==> src/rtl/led_frontend_calibrator.sv <==
// -----------------------------------------------------------------------------
// led_frontend_calibrator
//
// Pulse-oximetry analog front-end controller for NUM_CH LEDs. After a
// find_setting request it calibrates each LED channel in turn:
//   1. DC-compensation DAC search. The DAC moves one code per cycle until the
//      ADC lands within TOL of TARGET.
//   2. PGA gain search. The gain rises one code every GAIN_SETTLE cycles until
//      the ADC clips or the gain saturates.
// When every channel is calibrated, the block runs round-robin LED slots of
// SLOT_CYCLES cycles. In each slot it emits channel-tagged ADC samples and
// drops the first DISCARD settling samples of the slot.
//
// Ports
//   clk             system clock, rising edge
//   rst_n           synchronous active-low reset
//   find_setting_i  level request that starts or restarts calibration
//   adc_i           ADC code
//   led_en_o        one-hot LED enable
//   dc_comp_o       DC-compensation DAC code
//   pga_gain_o      PGA gain code
//   sample_o        registered ADC code
//   sample_ch_o     channel the sample belongs to
//   sample_valid_o  sample qualifier (no back-pressure)
//   cal_done_o      all channels calibrated, high throughout RUN
//   cal_error_o     DAC saturated before convergence, sticky until restart
// -----------------------------------------------------------------------------
module led_frontend_calibrator #(
   parameter int NUM_CH      = 2,
   parameter int ADC_W       = 8,
   parameter int DAC_W       = 7,
   parameter int GAIN_W      = 4,
   parameter int TARGET      = 127,
   parameter int TOL         = 10,
   parameter int CLIP_HI     = 220,
   parameter int CLIP_LO     = 30,
   parameter int GAIN_SETTLE = 1090,
   parameter int SLOT_CYCLES = 20,
   parameter int DISCARD     = 4,
   localparam int CH_W       = (NUM_CH > 1) ? $clog2(NUM_CH) : 1
) (
   input  logic              clk,
   input  logic              rst_n,
   input  logic              find_setting_i,
   input  logic [ADC_W-1:0]  adc_i,
   output logic [NUM_CH-1:0] led_en_o,
   output logic [DAC_W-1:0]  dc_comp_o,
   output logic [GAIN_W-1:0] pga_gain_o,
   output logic [ADC_W-1:0]  sample_o,
   output logic [CH_W-1:0]   sample_ch_o,
   output logic              sample_valid_o,
   output logic              cal_done_o,
   output logic              cal_error_o
);

   localparam int TMR_W  = (GAIN_SETTLE > 1) ? $clog2(GAIN_SETTLE) : 1;
   localparam int SLOT_W = (SLOT_CYCLES > 1) ? $clog2(SLOT_CYCLES) : 1;
   // One extra bit keeps the distance to TARGET and the clip compares unsigned-safe.
   localparam int CMP_W  = ADC_W + 1;

   localparam logic [CMP_W-1:0]  TARGET_C    = CMP_W'(TARGET);
   localparam logic [CMP_W-1:0]  TOL_C       = CMP_W'(TOL);
   localparam logic [CMP_W-1:0]  CLIP_HI_C   = CMP_W'(CLIP_HI);
   localparam logic [CMP_W-1:0]  CLIP_LO_C   = CMP_W'(CLIP_LO);
   localparam logic [TMR_W-1:0]  TMR_LAST_C  = TMR_W'(GAIN_SETTLE - 1);
   localparam logic [SLOT_W-1:0] SLOT_LAST_C = SLOT_W'(SLOT_CYCLES - 1);
   localparam logic [SLOT_W-1:0] DISCARD_C   = SLOT_W'(DISCARD);
   localparam logic [CH_W-1:0]   CH_LAST_C   = CH_W'(NUM_CH - 1);
   localparam logic [DAC_W-1:0]  DAC_MAX_C   = {DAC_W{1'b1}};
   localparam logic [GAIN_W-1:0] GAIN_MAX_C  = {GAIN_W{1'b1}};

   typedef enum logic [2:0] {
      S_IDLE        = 3'd0,
      S_OP_SEARCH   = 3'd1,
      S_GAIN_SEARCH = 3'd2,
      S_NEXT_CH     = 3'd3,
      S_RUN         = 3'd4
   } state_e;

   // One-hot LED enable for a channel index.
   function automatic logic [NUM_CH-1:0] onehot(input logic [CH_W-1:0] c);
      return NUM_CH'(1) << c;
   endfunction

   // Gain decrement that stops at zero.
   function automatic logic [GAIN_W-1:0] dec_sat0(input logic [GAIN_W-1:0] g);
      if (g == {GAIN_W{1'b0}}) begin
         return {GAIN_W{1'b0}};
      end else begin
         return g - GAIN_W'(1);
      end
   endfunction

   state_e              state_q;
   logic [CH_W-1:0]     ch_q;
   logic [TMR_W-1:0]    timer_q;
   logic [SLOT_W-1:0]   slot_q;
   logic [NUM_CH-1:0]   led_en_q;
   logic [DAC_W-1:0]    dc_comp_q;
   logic [GAIN_W-1:0]   pga_gain_q;
   logic [ADC_W-1:0]    sample_q;
   logic [CH_W-1:0]     sample_ch_q;
   logic                sample_valid_q;
   logic                cal_done_q;
   logic                cal_error_q;
   logic [DAC_W-1:0]    op_q   [NUM_CH];
   logic [GAIN_W-1:0]   gain_q [NUM_CH];

   logic [CMP_W-1:0]    adc_ext_s;
   logic [CMP_W-1:0]    err_mag_s;
   logic                in_tol_s;
   logic                adc_above_s;
   logic                clipped_s;
   logic                ch_last_s;
   logic [CH_W-1:0]     ch_next_d;
   logic [GAIN_W-1:0]   gain_dec_d;

   // Decode ADC position relative to the target window and clip limits.
   always_comb begin
      adc_ext_s = {1'b0, adc_i};
      if (adc_ext_s >= TARGET_C) begin
         err_mag_s = adc_ext_s - TARGET_C;
      end else begin
         err_mag_s = TARGET_C - adc_ext_s;
      end
      in_tol_s    = (err_mag_s <= TOL_C);
      adc_above_s = (adc_ext_s > TARGET_C);
      clipped_s   = (adc_ext_s > CLIP_HI_C) || (adc_ext_s < CLIP_LO_C);
   end

   // Channel wrap and gain back-off values used by the FSM.
   always_comb begin
      ch_last_s = (ch_q == CH_LAST_C);
      if (ch_last_s) begin
         ch_next_d = {CH_W{1'b0}};
      end else begin
         ch_next_d = ch_q + CH_W'(1);
      end
      gain_dec_d = dec_sat0(pga_gain_q);
   end

   // Calibration / run FSM with all outputs registered.
   always_ff @(posedge clk) begin
      if (!rst_n) begin
         state_q        <= S_IDLE;
         ch_q           <= {CH_W{1'b0}};
         timer_q        <= {TMR_W{1'b0}};
         slot_q         <= {SLOT_W{1'b0}};
         led_en_q       <= {NUM_CH{1'b0}};
         dc_comp_q      <= {DAC_W{1'b0}};
         pga_gain_q     <= {GAIN_W{1'b0}};
         sample_q       <= {ADC_W{1'b0}};
         sample_ch_q    <= {CH_W{1'b0}};
         sample_valid_q <= 1'b0;
         cal_done_q     <= 1'b0;
         cal_error_q    <= 1'b0;
         for (int i = 0; i < NUM_CH; i++) begin
            op_q[i]   <= {DAC_W{1'b0}};
            gain_q[i] <= {GAIN_W{1'b0}};
         end
      end else if (find_setting_i) begin
         state_q        <= S_OP_SEARCH;
         ch_q           <= {CH_W{1'b0}};
         led_en_q       <= onehot({CH_W{1'b0}});
         dc_comp_q      <= {DAC_W{1'b0}};
         pga_gain_q     <= {GAIN_W{1'b0}};
         timer_q        <= {TMR_W{1'b0}};
         cal_done_q     <= 1'b0;
         cal_error_q    <= 1'b0;
         sample_valid_q <= 1'b0;
      end else begin
         case (state_q)
            S_IDLE: begin
               state_q <= S_IDLE;
            end

            S_OP_SEARCH: begin
               if (in_tol_s) begin
                  op_q[ch_q] <= dc_comp_q;
                  timer_q    <= {TMR_W{1'b0}};
                  state_q    <= S_GAIN_SEARCH;
               end else if (adc_above_s) begin
                  // The DAC would step past its top code: abort and keep the code.
                  if (dc_comp_q == DAC_MAX_C) begin
                     cal_error_q <= 1'b1;
                     led_en_q    <= {NUM_CH{1'b0}};
                     state_q     <= S_IDLE;
                  end else begin
                     dc_comp_q <= dc_comp_q + DAC_W'(1);
                  end
               end else begin
                  // The DAC would step below zero: abort and keep the code.
                  if (dc_comp_q == {DAC_W{1'b0}}) begin
                     cal_error_q <= 1'b1;
                     led_en_q    <= {NUM_CH{1'b0}};
                     state_q     <= S_IDLE;
                  end else begin
                     dc_comp_q <= dc_comp_q - DAC_W'(1);
                  end
               end
            end

            S_GAIN_SEARCH: begin
               if (clipped_s) begin
                  // Back off to the last gain code that did not clip.
                  gain_q[ch_q] <= gain_dec_d;
                  pga_gain_q   <= gain_dec_d;
                  state_q      <= S_NEXT_CH;
               end else if (timer_q == TMR_LAST_C) begin
                  timer_q <= {TMR_W{1'b0}};
                  if (pga_gain_q == GAIN_MAX_C) begin
                     gain_q[ch_q] <= GAIN_MAX_C;
                     state_q      <= S_NEXT_CH;
                  end else begin
                     pga_gain_q <= pga_gain_q + GAIN_W'(1);
                  end
               end else begin
                  timer_q <= timer_q + TMR_W'(1);
               end
            end

            S_NEXT_CH: begin
               if (ch_last_s) begin
                  cal_done_q <= 1'b1;
                  ch_q       <= {CH_W{1'b0}};
                  slot_q     <= {SLOT_W{1'b0}};
                  state_q    <= S_RUN;
               end else begin
                  ch_q       <= ch_next_d;
                  led_en_q   <= onehot(ch_next_d);
                  dc_comp_q  <= {DAC_W{1'b0}};
                  pga_gain_q <= {GAIN_W{1'b0}};
                  state_q    <= S_OP_SEARCH;
               end
            end

            S_RUN: begin
               // The front-end settings for the slot's channel load on its first cycle.
               if (slot_q == {SLOT_W{1'b0}}) begin
                  led_en_q   <= onehot(ch_q);
                  dc_comp_q  <= op_q[ch_q];
                  pga_gain_q <= gain_q[ch_q];
               end else begin
                  led_en_q <= led_en_q;
               end
               sample_q       <= adc_i;
               sample_ch_q    <= ch_q;
               sample_valid_q <= (slot_q >= DISCARD_C);
               if (slot_q == SLOT_LAST_C) begin
                  slot_q <= {SLOT_W{1'b0}};
                  ch_q   <= ch_next_d;
               end else begin
                  slot_q <= slot_q + SLOT_W'(1);
               end
            end

            default: begin
               state_q <= S_IDLE;
            end
         endcase
      end
   end

   assign led_en_o       = led_en_q;
   assign dc_comp_o      = dc_comp_q;
   assign pga_gain_o     = pga_gain_q;
   assign sample_o       = sample_q;
   assign sample_ch_o    = sample_ch_q;
   assign sample_valid_o = sample_valid_q;
   assign cal_done_o     = cal_done_q;
   assign cal_error_o    = cal_error_q;

endmodule

==> config.mk <==
export PLATFORM = sky130hd
export DESIGN_NAME = led_frontend_calibrator
export DESIGN_NICKNAME = d
export VERILOG_FILES = /design/src/rtl/led_frontend_calibrator.sv
export SDC_FILE = /design/constraint.sdc
export NUM_CORES = 1
export LEC_CHECK = 0
export CELL_PAD_IN_SITES_DETAIL_PLACEMENT = 0
export CELL_PAD_IN_SITES_GLOBAL_PLACEMENT = 1
export CORE_UTILIZATION = 44
export DETAILED_ROUTE_END_ITERATION = 7
export GPL_TIMING_DRIVEN = 0
export PLACE_DENSITY_LB_ADDON = 0.15
export SYNTH_ARGS = -nofsm -noshare
export SYNTH_HDL_FRONTEND = slang
export SYNTH_SLANG_ARGS = --single-unit
export TNS_END_PERCENT = 30
==> constraint.sdc <==
create_clock -name clk -period 4.7 [get_ports clk]
set_clock_uncertainty 0.05 [all_clocks]
set_input_delay 0.94 -clock clk [delete_from_list [all_inputs] [get_ports clk]]
set_output_delay 0.94 -clock clk [all_outputs]
set_load 0.1 [all_outputs]
==> flow_metrics.py, run 1 <==
metrics = {
    "outcome": {
        "status": "complete, no violations",
    },
    "setup_path": {
        "end_kind": "flip-flop",
        "slowest_delay_ps": 520,
        "startpoint_type": "primary input",
        "worstPathArrival_ps": 4280,
        "worst-endpoint-required_ps": 4670,
        "path_cells": "clkdlybuf4s50_1 > clkbuf_1 > inv_1 > ha_1 > or4_1 > a32oi_1 > o311ai_4 > nor3_2 > clkbuf_1 > nand2_1 > nand2_1",
        "cpMaxStageDelayCell": "or4_1",
        "cp_max_fo": 10,
        "critPathKind": "primary input to flip-flop",
        "cp-startpoint": "adc_i[0]",
        "r2r_start": "state_q[0]",
    },
    "floorplan": {
        "die_w_um": 97.5,
        "die_h_um": 97.5,
        "fp-row-count": 34,
        "die_area_um2": 9510,
        "core_um2": 8760,
        "io_pins": 36,
        "initial_utilization_pct": 45.8,
    },
    "detailed_routing": {
        "drtPass1Iterations": 5,
        "avgRoutedWirePerCell_um": 16.8,
        "final_antenna_net_count": 0,
        "vias_per_cell": 5.79,
        "drtIter0Drc": 207,
        "drc_errors": 0,
        "vias": 3584,
        "finalWirelength_um": 10400,
    },
    "clock_network": {
        "cts-root-buf": "clkbuf_8",
        "clkTransAtPathRegs_ps": 80,
        "tritoncts": "yes",
        "clock_path_buffers": 2,
        "htree_num_levels": 3,
        "cts_resized": 0,
        "cts_made_buffers": 9,
        "cts_setup_buffers": 0,
        "clock_sinks": 68,
        "postCtsHoldBufs": 0,
        "clk_latency_ps": 340,
    },
    "run": {
        "maxCapViolations": 0,
    },
    "power": {
        "clkPwrFrac_pct": 34.6,
        "p_leak_uw": 0.00168,
        "p_sw_uw": 354,
        "intPower_uw": 859,
        "peakVddDrop_mv": 0.176,
        "pwr-share-seq_pct": 51.5,
        "combinationalPowerShare_pct": 13.9,
        "powerDensity_nw_per_um2": 263,
        "sw_frac_of_total_pct": 29.2,
    },
    "grt": {
        "gr-usage-met3_pct": 3.88,
        "antenna_found_initial": 0,
        "first_global_vias": 3415,
        "use_met1_pct": 31.6,
        "top_usage_layer": "met2",
        "grt_max_degree": 13,
        "grtUsageMet2_pct": 35.8,
        "grt_overflow": 0,
        "globalRouteTotalUtil_pct": 22.7,
        "grt_pass1_wl_um": 17200,
    },
    "placed_design": {
        "port_buffers": 29,
        "gp_congestion": 0.836,
        "dp_hpwl_um": 7660,
        "dp_slack_ps": -308,
    },
    "sta": {
        "timing.slew.headroom_pct": 32.6,
        "slew_violations": 0,
        "setup_violations": 0,
        "fmax_mhz": 232,
        "setup_slack_ps": 391,
        "finalHoldViolCount": 0,
        "fin_crit_sh_pct": 91.7,
        "fin_tns_setup_ps": 0,
        "fin_crit_ps": 4310,
        "tightest_slew_ps": 1010,
        "rsz0062_at_grt": "no",
        "hold_ws_ps": 421,
    },
    "final_layout": {
        "area_growth_pct": 15.0,
        "drive_gt1_share_pct": 6.85,
        "nets": 535,
        "fin_util_pct": 52.7,
        "nFillCells": 855,
        "multi_input_area_um2": 2290,
        "antennaDiodeCount": 0,
        "regArea_um2": 1580,
    },
    "synth": {
        "synth-main-ff-cell": "dfxtp_1",
        "ys_warn_count": 0,
        "syn_nets": 495,
        "seq_area_frac_synth_pct": 39.4,
        "synth-edff-count": 22,
        "synth.most_common_cell": "nand2_1",
        "synth.cell_area_um2": 4020,
        "async_flop_share_pct": 0,
        "synth_area_leaders": "dfxtp_1 23%, edfxtp_1 16%, ha_1 5.3%, nand2_1 5.0%, mux2i_1 4.2%",
        "netlist_instances": 466,
        "synth_common_cells": "54 x nand2_1, 46 x dfxtp_1, 43 x nor2_1",
        "synth_seq_cells": 68,
        "yosysUniqueCellTypes": 59,
        "netlist.area_leader.share_pct": 22.9,
        "synth_largest_area_cell": "dfxtp_1",
        "avgSynthCellArea_um2": 8.62,
    },
    "hold_path": {
        "hold_path.class": "flip-flop to flip-flop",
        "min-delay-start": "sample_o[3]",
    },
}
-- layout make-up --
type / instances / share of cell area [%]
Buffer: 27 / 2.36
Inverter: 12 / 0.976
Sequential cell: 68 / 34.3
Clock inverter: 7 / 0.949
Multi-Input combinational cell: 359 / 49.6
Timing Repair Buffer: 29 / 6.29
Tap cell: 108 / 2.93
Clock buffer: 9 / 2.68
-- per-stage QoR --
step / area [um^2] / total power (uW) / instances
finish: 4620 / 1210 / 619
floorplan: 4020 / 761 / 466
global placement: 4440 / 802 / 603
global route: 4620 / 1260 / 619
detailed placement: 4440 / 805 / 603
CTS: 4610 / 1220 / 619
-- routing by layer --
layer | routed length (um) | vias to the layer above
met2 | 4760 | 76
met1 | 5130 | 1707
li1 | - | 1791
met5 | 0 | -
met4 | 112 | 0
met3 | 380 | 10
-- critical path, delay by kind of cell --
family / cells / cell delay (ps)
AOI/OAI and AO/OA: 2 / 550
adders and majority gates: 1 / 330
buffers and inverters: 4 / 1240
and+or+nand+nor: 4 / 1220
-- power groups by stage --
| stage | clock, uW | sequential, uW | combinational, uW |
|---|---|---|---|
| after detailed placement | 0 | 639 | 166 |
| final | 420 | 625 | 168 |
| after global routing | 454 | 626 | 183 |
| after floorplan | 0 | 662 | 99.3 |
| after CTS | 430 | 625 | 167 |
| after global placement | 0 | 638 | 164 |
-- path summary, 6_finish.rpt --
path                 end  slack (ps)  depth (start not counted)
min          sample_o[3]         420                          2
min reg2reg  sample_o[3]         420                          2
max           op_q[1][2]         390                         11
max reg2reg  led_en_o[1]        2190                          6
-- layout by cell type (no fill, tap or decap), types with 7 or more instances in the layout --
cell type,Yosys,final
nand3_1,10,10
clkbuf_8,0,9
clkbuf_1,21,21
a21boi_0,10,10
dfxtp_1,46,46
a211oi_1,7,7
inv_1,11,11
nand2_1,54,54
ha_1,17,17
edfxtp_1,22,22
clkdlybuf4s50_1,0,29
and3_1,20,20
mux2i_1,17,17
nor3_1,18,18
nand4_1,7,7
nor2_1,43,43
a21o_1,7,7
a21oi_1,29,29
o21ai_0,18,18
-- state kept, by name, indices dropped and copies added, names as in the netlist, named ones only --
signal,flops
sample_o,8
led_en_o,2
ch_last_s,1
sample_valid_o,1
cal_done_o,1
op_q,14
pga_gain_o,4
gain_q,8
dc_comp_o,7
state_q,3
timer_q,11
cal_error_o,1
slot_q,5
sample_ch_o,1
-- kinds of logic after synthesis --
group	Yosys count	share of synthesized area [%]
adders and majority gates	18	5.80
buffers and inverters	39	3.83
AOI/OAI and AO/OA	122	20.8
DFF	68	39.4
xor gates and xnor gates	9	1.96
muxes	19	4.80
and+or+nand+nor	191	23.4
(Power assumes the default switching activity.)
==> inputs of run 2 (changes only) <==
--- a/config.mk
+++ b/config.mk
@@ -11,4 +11,6 @@
 export DETAILED_ROUTE_END_ITERATION = 7
+export GPL_ROUTABILITY_DRIVEN = 0
 export GPL_TIMING_DRIVEN = 0
 export PLACE_DENSITY_LB_ADDON = 0.15
+export REMOVE_ABC_BUFFERS = 1
 export SYNTH_ARGS = -nofsm -noshare
--- a/constraint.sdc
+++ b/constraint.sdc
@@ -4,2 +4,2 @@
 set_output_delay 0.94 -clock clk [all_outputs]
-set_load 0.1 [all_outputs]
+set_load 0.01 [all_outputs]
==> run 2 against run 1 <==
Effect of this change: register-to-register slack worse by 410 ps; critical path type unchanged; maximum frequency is 0.40% lower; critical endpoint is now timer_q[4]; critical path depth fell by 2; die area is the same.
==> flow_metrics.py, run 2 (synthesis gave the netlist of run 1 again) <==
metrics = {
    "placed_design": {
        "port_buffers": 35,
        "dpl_cell_area_um2": 4400,
        "dp_hpwl_um": 6910,
        "dp_slack_ps": 6.36,
    },
    "setup_path": {
        "end_kind": "flip-flop",
        "critPathKind": "primary input to flip-flop",
        "worstPathArrival_ps": 4510,
        "cp-startpoint": "adc_i[1]",
        "worst-endpoint-required_ps": 4880,
        "r2r_start": "state_q[0]",
        "startpoint_type": "primary input",
        "cp_max_fo": 14,
    },
    "detailed_routing": {
        "drtIter0Drc": 161,
        "finalWirelength_um": 9830,
        "drc_errors": 0,
        "avgRoutedWirePerCell_um": 16.4,
        "vias": 3473,
        "vias_per_cell": 5.80,
        "drtPass1Iterations": 4,
        "final_antenna_net_count": 0,
    },
    "floorplan": {
        "die_area_um2": 9510,
        "initial_utilization_pct": 45.8,
        "io_pins": 36,
        "fp-row-count": 34,
        "die_h_um": 97.5,
        "die_w_um": 97.5,
        "core_um2": 8760,
    },
    "sta": {
        "finalHoldViolCount": 0,
        "setup_slack_ps": 374,
        "setup_violations": 0,
        "rsz0062_at_grt": "no",
        "fmax_mhz": 231,
        "timing.slew.headroom_pct": 21.9,
        "fin_tns_setup_ps": 0,
        "fin_crit_sh_pct": 92.0,
        "slew_violations": 0,
        "fin_crit_ps": 4330,
        "tightest_slew_ps": 1170,
    },
    "clock_network": {
        "cts_resized": 0,
        "postCtsHoldBufs": 0,
        "cts_made_buffers": 9,
        "htree_num_levels": 3,
        "clock_path_buffers": 2,
        "clkTransAtPathRegs_ps": 70,
        "cts-root-buf": "clkbuf_8",
        "tritoncts": "yes",
        "clk_latency_ps": 350,
        "cts_setup_buffers": 0,
        "clock_sinks": 68,
    },
    "grt": {
        "grt_max_degree": 26,
        "grt_pass1_wl_um": 16700,
        "globalRouteTotalUtil_pct": 21.6,
        "grt_overflow": 0,
        "first_global_vias": 3267,
        "antenna_found_initial": 0,
    },
    "final_layout": {
        "largest_reg_flops": 14,
        "mostFrequentLayoutCell": "nand2_1",
        "antennaDiodeCount": 0,
        "area_growth_pct": 15.0,
        "top_regs": "op_q: 14 flops, timer_q: 11 flops",
        "top_register": "op_q",
        "stdcell_area_um2": 4620,
        "final_cell_mix": "54 x nand2_1, 46 x dfxtp_1, 43 x nor2_1",
        "nets": 515,
        "drive_gt1_share_pct": 5.91,
    },
    "run": {
        "maxCapViolations": 0,
    },
    "outcome": {
        "status": "complete, no violations",
    },
    "hold_path": {
        "min-delay-start": "sample_ch_o",
        "hold_path.class": "flip-flop to flip-flop",
    },
    "power": {
        "peakVddDrop_mv": 0.175,
        "powerDensity_nw_per_um2": 283,
        "p_leak_uw": 0.00168,
        "fin_total_pwr_uw": 1310,
    },
}
==> run 2: critical path, cell delays in order <==
cell and delay, ps:
clkdlybuf4s50_1 710, inv_1 130, ha_1 310, or4_1 510, a32oi_1 290, o311ai_4 230, o21ai_1 860, o21ai_0 210
a31o_2 300
==> run 2: report_power, final <==
| group | internal [uW] | switching, uW |
|---|---|---|
| clock network | 302 | 239 |
| logic | 56.1 | 81.6 |
| registers | 616 | 12.0 |
| total | 974 | 332 |
==> run 2: path summary, 6_finish.rpt <==
check	end	slack (ps)	cells past startpoint
setup / recovery	timer_q[4]	370	9
hold / removal	sample_ch_o	430	2
setup reg to reg	pga_gain_o[0]	1780	7
hold reg to reg	sample_ch_o	430	2
==> run 2: through the flow <==
stage	util [%]	instances	hold slack [ps]
3_3_place_gp	50.1	582	407
5_1_grt	52.7	599	451
2_1_floorplan	-	439	424
4_1_cts	52.7	599	429
6_report	52.7	599	426
3_5_place_dp	50.2	583	409
==> run 2: final cells by class <==
class | instances | area [um^2]
fillers | 837 | 4150
multi-input cells | 359 | 2280
flip-flops and latches | 68 | 1580
repair buffers | 36 | 360
well taps | 108 | 135
clock buffers | 11 | 131
clock inverters | 5 | 85.1
inverters | 12 | 45.0
==> run 2: metal layers <==
layer	part of all wire, %	vias to the layer above	global-route usage [%]
met5	0	-	0
met4	1.2	0	6.11
met3	5.3	12	4.68
met2	46	75	33.5
met1	48	1640	30.2
li1	-	1746	-
